`src/rtl/tile_cmd_writer.sv`:
```
// rtl/tile_cmd_writer.sv - LCD 8080 tile writer: CASET/PASET/RAMWR then 400 RGB565 pixels per map tile
// Optional feature macro: TILE_OUTLINE_EN (blank the one-pixel tile border for nonzero objects).
// Ports:
//   clk        system clock, rising edge
//   rst        asynchronous active-high reset
//   diff       tile-update request, sampled only in IDLE
//   x, y       tile column (0..15) and tile row (0..11); y > 11 is dropped
//   obj_code   object code mapped to an RGB565 color
//   cmd_done   one-cycle pulse when the tile has been written
//   busy       high from acceptance through the cmd_done cycle
//   csx        LCD chip select, active low
//   dcx        LCD data/command select, 0 = command
//   wr_n       LCD write strobe, active low
//   lcd_data   LCD parallel data byte
module tile_cmd_writer (
  input  logic       clk,
  input  logic       rst,
  input  logic       diff,
  input  logic [3:0] x,
  input  logic [3:0] y,
  input  logic [2:0] obj_code,
  output logic       cmd_done,
  output logic       busy,
  output logic       csx,
  output logic       dcx,
  output logic       wr_n,
  output logic [7:0] lcd_data
);
  localparam logic [9:0] LAST_BYTE = 10'd810;

  typedef enum logic [2:0] {IDLE, CMD, PARAM, PIXEL, DONE, HOLD} state_t;
  state_t state;

  logic [3:0] lat_x;
  logic [3:0] lat_y;
  logic [2:0] lat_obj;
  logic [9:0] byte_cnt;  // index of the byte currently on the bus
  logic       half;      // 0: strobe-low cycle, 1: strobe-high cycle
`ifdef TILE_OUTLINE_EN
  logic [4:0] pix_col;   // position of the pixel whose bytes are loaded next
  logic [4:0] pix_row;
`endif

  // 20*v as 16*v + 4*v
  logic [15:0] xs, xe, ys, ye;
  assign xs = {8'd0, lat_x, 4'd0} + {10'd0, lat_x, 2'd0};
  assign ys = {8'd0, lat_y, 4'd0} + {10'd0, lat_y, 2'd0};
  assign xe = xs + 16'd19;
  assign ye = ys + 16'd19;

  logic [15:0] map_color;
  logic [15:0] pix_color;
  always_comb begin
    case (lat_obj)
      3'd0:    map_color = 16'h0000;
      3'd1:    map_color = 16'h8410;
      3'd2:    map_color = 16'h07E0;
      3'd3:    map_color = 16'h03E0;
      3'd4:    map_color = 16'hF800;
      default: map_color = 16'hFFFF;
    endcase
  end

`ifdef TILE_OUTLINE_EN
  logic on_edge;
  assign on_edge = (pix_col == 5'd0) || (pix_col == 5'd19) ||
                   (pix_row == 5'd0) || (pix_row == 5'd19);
  // obj_code 0 already maps to black, so blanking unconditionally is equivalent
  assign pix_color = on_edge ? 16'h0000 : map_color;
`else
  assign pix_color = map_color;
`endif

  // Byte that follows the current one; index 0 (0x2A) is loaded at acceptance.
  logic [9:0] nxt_cnt;
  logic [7:0] nxt_data;
  logic       nxt_dcx;
  state_t     nxt_state;
  assign nxt_cnt = byte_cnt + 10'd1;

  always_comb begin
    nxt_data  = 8'h00;
    nxt_dcx   = 1'b1;
    nxt_state = PARAM;
    case (nxt_cnt)
      10'd1:  nxt_data = xs[15:8];
      10'd2:  nxt_data = xs[7:0];
      10'd3:  nxt_data = xe[15:8];
      10'd4:  nxt_data = xe[7:0];
      10'd5:  begin nxt_data = 8'h2B; nxt_dcx = 1'b0; nxt_state = CMD; end
      10'd6:  nxt_data = ys[15:8];
      10'd7:  nxt_data = ys[7:0];
      10'd8:  nxt_data = ye[15:8];
      10'd9:  nxt_data = ye[7:0];
      10'd10: begin nxt_data = 8'h2C; nxt_dcx = 1'b0; nxt_state = CMD; end
      default: begin
        // pixel bytes start at index 11, so odd indices carry the high byte
        nxt_state = PIXEL;
        nxt_data  = nxt_cnt[0] ? pix_color[15:8] : pix_color[7:0];
      end
    endcase
  end

  always_ff @(posedge clk or posedge rst) begin
    if (rst) begin
      state    <= IDLE;
      lat_x    <= 4'd0;
      lat_y    <= 4'd0;
      lat_obj  <= 3'd0;
      byte_cnt <= 10'd0;
      half     <= 1'b0;
      cmd_done <= 1'b0;
      busy     <= 1'b0;
      csx      <= 1'b1;
      dcx      <= 1'b1;
      wr_n     <= 1'b1;
      lcd_data <= 8'h00;
`ifdef TILE_OUTLINE_EN
      pix_col  <= 5'd0;
      pix_row  <= 5'd0;
`endif
    end else begin
      case (state)
        IDLE: begin
          if (diff) begin
            lat_x    <= x;
            lat_y    <= y;
            lat_obj  <= obj_code;
            busy     <= 1'b1;
            byte_cnt <= 10'd0;
            half     <= 1'b0;
`ifdef TILE_OUTLINE_EN
            pix_col  <= 5'd0;
            pix_row  <= 5'd0;
`endif
            if (y > 4'd11) begin
              state    <= DONE;
              cmd_done <= 1'b1;
            end else begin
              state    <= CMD;
              csx      <= 1'b0;
              dcx      <= 1'b0;
              wr_n     <= 1'b0;
              lcd_data <= 8'h2A;
            end
          end
        end
        CMD, PARAM, PIXEL: begin
          if (!half) begin
            wr_n <= 1'b1;
            half <= 1'b1;
          end else if (byte_cnt == LAST_BYTE) begin
            state    <= DONE;
            csx      <= 1'b1;
            dcx      <= 1'b1;
            lcd_data <= 8'h00;
            cmd_done <= 1'b1;
            half     <= 1'b0;
            byte_cnt <= 10'd0;
          end else begin
            byte_cnt <= nxt_cnt;
            half     <= 1'b0;
            wr_n     <= 1'b0;
            dcx      <= nxt_dcx;
            lcd_data <= nxt_data;
            state    <= nxt_state;
`ifdef TILE_OUTLINE_EN
            // low byte loaded: the pixel is complete, move to the next raster position
            if (nxt_state == PIXEL && !nxt_cnt[0]) begin
              if (pix_col == 5'd19) begin
                pix_col <= 5'd0;
                pix_row <= (pix_row == 5'd19) ? 5'd0 : pix_row + 5'd1;
              end else begin
                pix_col <= pix_col + 5'd1;
              end
            end
`endif
          end
        end
        DONE: begin
          cmd_done <= 1'b0;
          busy     <= 1'b0;
          state    <= HOLD;
        end
        HOLD:    state <= IDLE;
        default: state <= IDLE;
      endcase
    end
  end
endmodule

```
`config.mk`:
```
export PLATFORM = sky130hd
export DESIGN_NAME = tile_cmd_writer
export DESIGN_NICKNAME = d
export VERILOG_FILES = /design/src/rtl/tile_cmd_writer.sv
export SDC_FILE = /design/constraint.sdc
export NUM_CORES = 1
export LEC_CHECK = 0
export CAP_MARGIN = 20
export CELL_PAD_IN_SITES_DETAIL_PLACEMENT = 1
export CELL_PAD_IN_SITES_GLOBAL_PLACEMENT = 2
export CORE_UTILIZATION = 32
export CTS_CLUSTER_DIAMETER = 200
export CTS_CLUSTER_SIZE = 16
export DETAILED_ROUTE_END_ITERATION = 10
export PLACE_DENSITY_LB_ADDON = 0.1
export SLEW_MARGIN = 0
export SYNTH_ARGS = -nofsm -noshare
export SYNTH_HDL_FRONTEND = slang
export SYNTH_SLANG_ARGS = --single-unit
export TNS_END_PERCENT = 20
```
`constraint.sdc`:
```
create_clock -name clk -period 2.6 [get_ports clk]
set_input_delay 0.26 -clock clk [delete_from_list [all_inputs] [get_ports clk]]
set_output_delay 0.26 -clock clk [all_outputs]
set_load 0.05 [all_outputs]
```
==> results by group, run 1 <==
Critical path
  • Setup crit end kind: register
  • Worst Setup EP: lcd_data[2]$_DFFE_PP0P_
  • Reg-to-Reg End: lcd_data[2]$_DFFE_PP0P_
  • WS Path Type: register to register
  • Reg2Reg Depth: 8
  • Worst EP required: 2.78 ns
  • R2R Setup Slk: 0.11 ns
  • Worst Path Arrival: 2.67 ns
  • Reg-to-Reg Start: byte_cnt[1]$_DFFE_PP0P_
  • Crit start category: register
  • Critical path origin: byte_cnt[1]$_DFFE_PP0P_
  • Critical path peak fanout: 7

Timing
  • Clock Skew: between 0.006 and 0.007 ns
  • Worst hold slack: about 0.39 ns
  • Fin crit period: 2.486 ns
  • Max Freq: 402.2 MHz
  • # setup viols final: 0
  • Setup TNS: 0 ns
  • Period utilisation layout: 0.9562
  • Final max-slew violation count: 0
  • Worst-margin pin slew: 0.5438 ns
  • Final worst setup slack: 0.1139 ns
  • RSZ-0062 raised after global routing: true
  • Max_slew headroom: 0.6375
  • Final Hold Fails: 0

Clocking
  • Reg clk slew, reported paths: 0.09 ns
  • Worst-Skew Late Latency: 0.29 ns
  • # H-tree levels: 2
  • Cts hold-fix bufs: 0
  • TritonCTS clock tree: yes
  • Clk root buf: clkbuf_8
  • Clock Path Buffers: 2
  • Clk sinks: 38
  • TritonCTS Buffers: 5

Cells and area
  • Fin util: 0.4261
  • # diodes: 0
  • # nets final: 391
  • Share of post-route cells with drive strength above 1: 0.2225
  • Fillers: 953
  • Syn-to-layout area delta: 28.94%

Global routing
  • Grt ovf: 0
  • First-pass GRT wire length: 14.09 mm
  • Largest net degree at the start of global routing: 39
  • Vias in the first global route: 2625
  • GRT Total Usage: 0.2098
  • GRT met2 Usage: 0.3467
  • Initial antenna violation count: 0
  • GR Util met3: 0.02913
  • Most Crowded Layer GR: met2
  • Met1 Use GR: 0.2886

Yosys
  • Yosys top cell by area: dfrtp_1
  • Area share of the largest cell type after synthesis: 0.3226
  • Post-Syn Nets: 337
  • Seq/Total Area, Yosys: 0.3516
  • Post-synth EDFFs: 0
  • Netlist area before placement: 0.002715 mm²
  • Top_reg_cell synth: dfrtp_1
  • Most instantiated cells after synthesis: dfrtp_1, nand2_1, nor2_1, o21ai_0, a21oi_1
  • Distinct cells, synth: 61
  • Most common cell in the synthesized netlist: dfrtp_1
  • Yosys warnings: 0
  • Seq cells post-synth: 38
  • Average cell area after synthesis: 8.787 µm²
  • Ys async rst share: 1.000
  • Cells after Synth: slightly above 300
  • Synth top area cells: dfrtp_1, ha_1, nand2_1, o21ai_0, nor2_1

Route
  • DRT antenna net count: 0
  • Via count: ~2500
  • Remaining DRCs: 0
  • Iter 0 DRT Violations: 117
  • Post-detailed-route wirelength per cell: 18.11 µm
  • First-pass DRT Iterations: 4
  • Vias per cell: 5.360
  • Final WL: 8.495 mm

Die
  • I/O Pins: 27
  • Core Area: about 0.008 mm²
  • Die width: 94.11 µm
  • Row cnt: 33
  • Vert. Die Dim: 94.11 µm
  • Initial Util: 0.3304
  • Die area: 0.008857 mm²

Pwr
  • Max VDD drop: 763.5 µV
  • P per Cell Area: 1416 mW/mm²
  • Pint: around 0.0026 W
  • Design Power: 0.004956 W
  • Clock power share: 0.130
  • Sequential Power Share: 0.211
  • Sw frac: 0.4673
  • P_sw: 0.002316 W
  • Leak pwr: approximately 1.5 nW
  • Comb pwr share: 0.659

Placed design
  • Placer Congestion: 0.7840
  • IO buf count: 26
  • Pre-CTS setup slack: -0.04987 ns
  • Post-DP HPWL: 6.561 mm

Hold path
  • Hold crit path type: input pin to asynchronous set/reset pin

Status
  • Status: complete, no violations

Flow run
  • Max_cap viols: 0
metal layers:
| metal | vias to the layer above | part of all wire | wire length, µm |
|---|---|---|---|
| li1 | 1237 | - | - |
| met2 | 28 | 0.48 | 4104 |
| met5 | - | 0 | 0 |
| met1 | 1240 | 0.49 | 4124 |
| met3 | 9 | 0.017 | 148 |
| met4 | 0 | 0.014 | 118 |
cell families after synthesis:
| logic type | Yosys count | synth area share |
|---|---|---|
| AO/OA/AOI/OAI | 98 | 0.2599 |
| XOR/XNOR | 10 | 0.03503 |
| adder cells (fa/ha/maj) | 14 | 0.07005 |
| buffers and inverters | 28 | 0.04332 |
| flip-flops | 38 | 0.3516 |
| multiplexers | 11 | 0.04424 |
| AND/OR/NAND/NOR | 110 | 0.1959 |
worst min path at each step:
stage / slack [ns] / to
3_3_place_gp: 0.45 / lcd_data[4]$_DFFE_PP0P_
2_1_floorplan: 0.38 / lat_obj[1]$_DFFE_PP0P_
3_5_place_dp: 0.46 / dcx$_DFFE_PP1P_
5_1_grt: 0.48 / lat_x[3]$_DFFE_PP0P_
6_report: 0.39 / byte_cnt[4]$_DFFE_PP0P_
4_1_cts: 0.43 / byte_cnt[4]$_DFFE_PP0P_
metrics by stage:
stage | cell area, µm² | instances
final | 3501 | 469
after global routing | 3501 | 469
after CTS | 3467 | 468
after floorplan | 2719 | 309
after global placement | 3304 | 460
after detailed placement | 3304 | 460
sequential cells by signal (all words and copies together) (netlist names):
| name | count |
|---|---|
| busy | 1 |
| byte_cnt | 10 |
| cmd_done | 1 |
| csx | 1 |
| dcx | 1 |
| half | 1 |
| lat_obj | 3 |
| lat_x | 4 |
| lat_y | 4 |
| lcd_data | 8 |
| state | 3 |
| wr_n | 1 |
layout by cell type, fill, tap and decap left out, drive strengths merged, types with 2 or more instances in the layout:
cell type and count:
nand3 9, o21ai 27, and2 4, a31oi 5, a21oi 19, or3 3, a41o 2, nor3 6
nand4 4, a221oi 2, a31o 2, bufinv 2, o31ai 7, a21o 5, clkdlybuf4s50 26, ha 12
fa 2, inv 13, nor2 27, a22o 2, o22ai 6, nand2b 5, nand2 34, dfstp 3
dfrtp 35, mux2i 3, nor2b 4, a32oi 4, clkbuf 6, a22oi 5, xnor2 10, and3 6
or2 3, buf 36, mux2 8
power groups by stage:
stage                     sequential, W  combinational (W)  clock [W]
final                           0.00105            0.00327   0.000643
after global routing            0.00109            0.00358   0.000682
after CTS                       0.00105            0.00322   0.000664
after detailed placement        0.00106            0.00318          0
after global placement          0.00106            0.00314          0
after floorplan                 0.00128            0.00183          0
timing repair:
action | in CTS | in global routing
setup endpoints to repair | 2 | 7
buffers inserted | 0 | 1
pin swaps | 0 | 2
resized for setup | 3 | 9
critical path: stages (launching register included):
cell and delay, ns:
dfrtp_1 0.43, ha_2 0.21, or4_4 0.56, a31oi_4 0.24, a32oi_2 0.11, a41o_4 0.36, o21a_1 0.16, a221oi_2 0.23
o21ai_1 0.09
layout make-up:
type | instances | area [µm²] | area share
sequential | 38 | 954.7 | 0.2727
tap | 105 | 131.4 | 0.03753
inverter | 13 | 48.80 | 0.01394
timing repair buffer | 62 | 530.5 | 0.1515
clock inverter | 2 | 60.06 | 0.01716
clock buffer | 6 | 82.58 | 0.02359
multi-input combinational | 243 | 1693 | 0.4836
Note: power is estimated with default switching activity, not from simulation.
==> run 2: changes to the inputs <==
--- a/config.mk
+++ b/config.mk
@@ -10,9 +10,9 @@
 export CELL_PAD_IN_SITES_GLOBAL_PLACEMENT = 2
 export CORE_UTILIZATION = 32
 export CTS_CLUSTER_DIAMETER = 200
-export CTS_CLUSTER_SIZE = 16
 export DETAILED_ROUTE_END_ITERATION = 10
 export PLACE_DENSITY_LB_ADDON = 0.1
+export RECOVER_POWER = 50
 export SLEW_MARGIN = 0
 export SYNTH_ARGS = -nofsm -noshare
 export SYNTH_HDL_FRONTEND = slang
==> results by group, run 2 (synthesis gave the netlist of run 1 again) <==
Critical path
  • WS Path Type: register to register
  • Worst Path Arrival: 2.67 ns
  • Crit start category: register
  • Setup crit end kind: register
  • Worst EP required: approximately 2.8 ns
  • Critical path peak fanout: 7

Placed design
  • Placer Congestion: 0.7840
  • Pre-CTS setup slack: -0.04987 ns
  • IO buf count: 26
  • Placed Area: 0.003304 mm²
  • Post-DP HPWL: ~6.6 mm

Hold path
  • Hold crit path type: register to register

Clocking
  • Reg clk slew, reported paths: 0.08 ns
  • TritonCTS Buffers: 5
  • TritonCTS clock tree: yes
  • Clock Path Buffers: 2
  • # H-tree levels: 2
  • Worst-Skew Late Latency: 0.29 ns
  • Clk sinks: 38
  • Clk root buf: clkbuf_8

Timing
  • Worst-margin pin slew: 1.056 ns
  • Fin crit period: 2.487 ns
  • Max Freq: about 400 MHz
  • # setup viols final: 0
  • Setup TNS: 0 ns
  • Period utilisation layout: 0.9567
  • Worst hold slack: 0.4748 ns
  • Final Hold Fails: 0
  • Final max-slew violation count: 0
  • Final worst setup slack: ~0.11 ns
  • Max_slew headroom: 0.2961
  • RSZ-0062 raised after global routing: true
  • Clock Skew: just over 0.005 ns

Route
  • DRT antenna net count: 0
  • Post-detailed-route wirelength per cell: around 18 µm
  • Iter 0 DRT Violations: 116
  • Vias per cell: 5.362
  • First-pass DRT Iterations: 4
  • Via count: 2515
  • Remaining DRCs: 0
  • Final WL: 8.487 mm

Cells and area
  • # nets final: 391
  • Share of post-route cells with drive strength above 1: 0.2198
  • Design area: 0.003492 mm²
  • Most frequent cells in the layout: dfrtp_1, nand2_1, buf_4
  • # diodes: 0
  • Commonest non-fill, non-tap cell in the layout: dfrtp_1
  • Syn-to-layout area delta: 28.62%
  • Biggest regs: byte_cnt x10, lcd_data x8
  • Fillers: 954
  • Biggest register: byte_cnt
  • Max FFs per register: 10
  • Area of the multi-input gates: 0.001693 mm²
  • Register area: 954.7 µm²

Global routing
  • Largest net degree at the start of global routing: 39
  • Grt ovf: 0
  • Initial antenna violation count: 0
  • Vias in the first global route: 2625
  • GRT Total Usage: 0.2098
  • First-pass GRT wire length: 14.09 mm

Pwr
  • Design Power: 0.004943 W
  • Leak pwr: 1.475 nW
  • P per Cell Area: 1415 mW/mm²
  • Max VDD drop: around 750 µV

Die
  • I/O Pins: 27
  • Core Area: 0.008217 mm²
  • Die width: around 94 µm
  • Initial Util: 0.3304
  • Vert. Die Dim: roughly 94 µm
  • Row cnt: 33
  • Die area: 0.008857 mm²

Status
  • Status: complete, no violations

Flow run
  • Max_cap viols: 0
==> run 2: cell count changes in the layout (fill, tap and decap cells not counted) <==
cell	before	now
clkbuf_2	0	2
clkbuf_1	0	1
buf_4	36	33
clkdlybuf4s50_1	26	25
dlygate4sd3_1	0	1
==> run 2: stage by stage <==
step                  util  cells
global placement    0.4022    460
finish              0.4250    469
CTS                 0.4220    468
detailed placement  0.4022    460
floorplan                -    309
global route        0.4250    469
==> run 2: timing repair <==
item / CTS / global route
pin swaps: 0 / 2
setup endpoints to repair: 2 / 7
resized for setup: 3 / 9
gates cloned: 0 / 0
hold buffers: 0 / 0
buffers inserted: 0 / 1
==> run 2: final cells by class <==
cell class                 count  area share
sequential                    38      0.2734
clock inverter                 2     0.01720
multi-input combinational    243      0.4848
clock buffer                   6     0.02365
inverter                      13     0.01397
tap                          105     0.03762
timing repair buffer          62      0.1494
==> run 2: worst paths after layout <==
check,startpoint,endpoint,slack [ns],cells past startpoint
min in group asynchronous,rst,byte_cnt[4]$_DFFE_PP0P_,0.73,3
min reg2reg,dcx$_DFFE_PP1P_,dcx$_DFFE_PP1P_,0.47,2
max in group asynchronous,rst,lcd_data[1]$_DFFE_PP0P_,1.21,3
min,dcx$_DFFE_PP1P_,dcx$_DFFE_PP1P_,0.47,2
max reg2reg,byte_cnt[1]$_DFFE_PP0P_,lcd_data[2]$_DFFE_PP0P_,0.11,8
max,byte_cnt[1]$_DFFE_PP0P_,lcd_data[2]$_DFFE_PP0P_,0.11,8
==> run 2: routing by layer <==
layer,part of all wire,GRT usage,vias up
met5,0,0,-
met3,0.017,0.02913,9
li1,-,-,1237
met1,0.49,0.2886,1240
met4,0.014,0.04615,0
met2,0.48,0.3467,29
==> run 2: power breakdown <==
group / internal (W) / switching (W)
clock: 0.000410 / 0.000233
combinational: 0.00139 / 0.00186
sequential: 0.000825 / 0.000222
total: 0.00263 / 0.00231
==> run 2: critical path, stage by stage (launching register included) <==
cell and delay, ns:
dfrtp_1 0.43, ha_2 0.21, or4_4 0.56, a31oi_4 0.24, a32oi_2 0.11, a41o_4 0.36, o21a_1 0.16, a221oi_2 0.23
o21ai_1 0.09
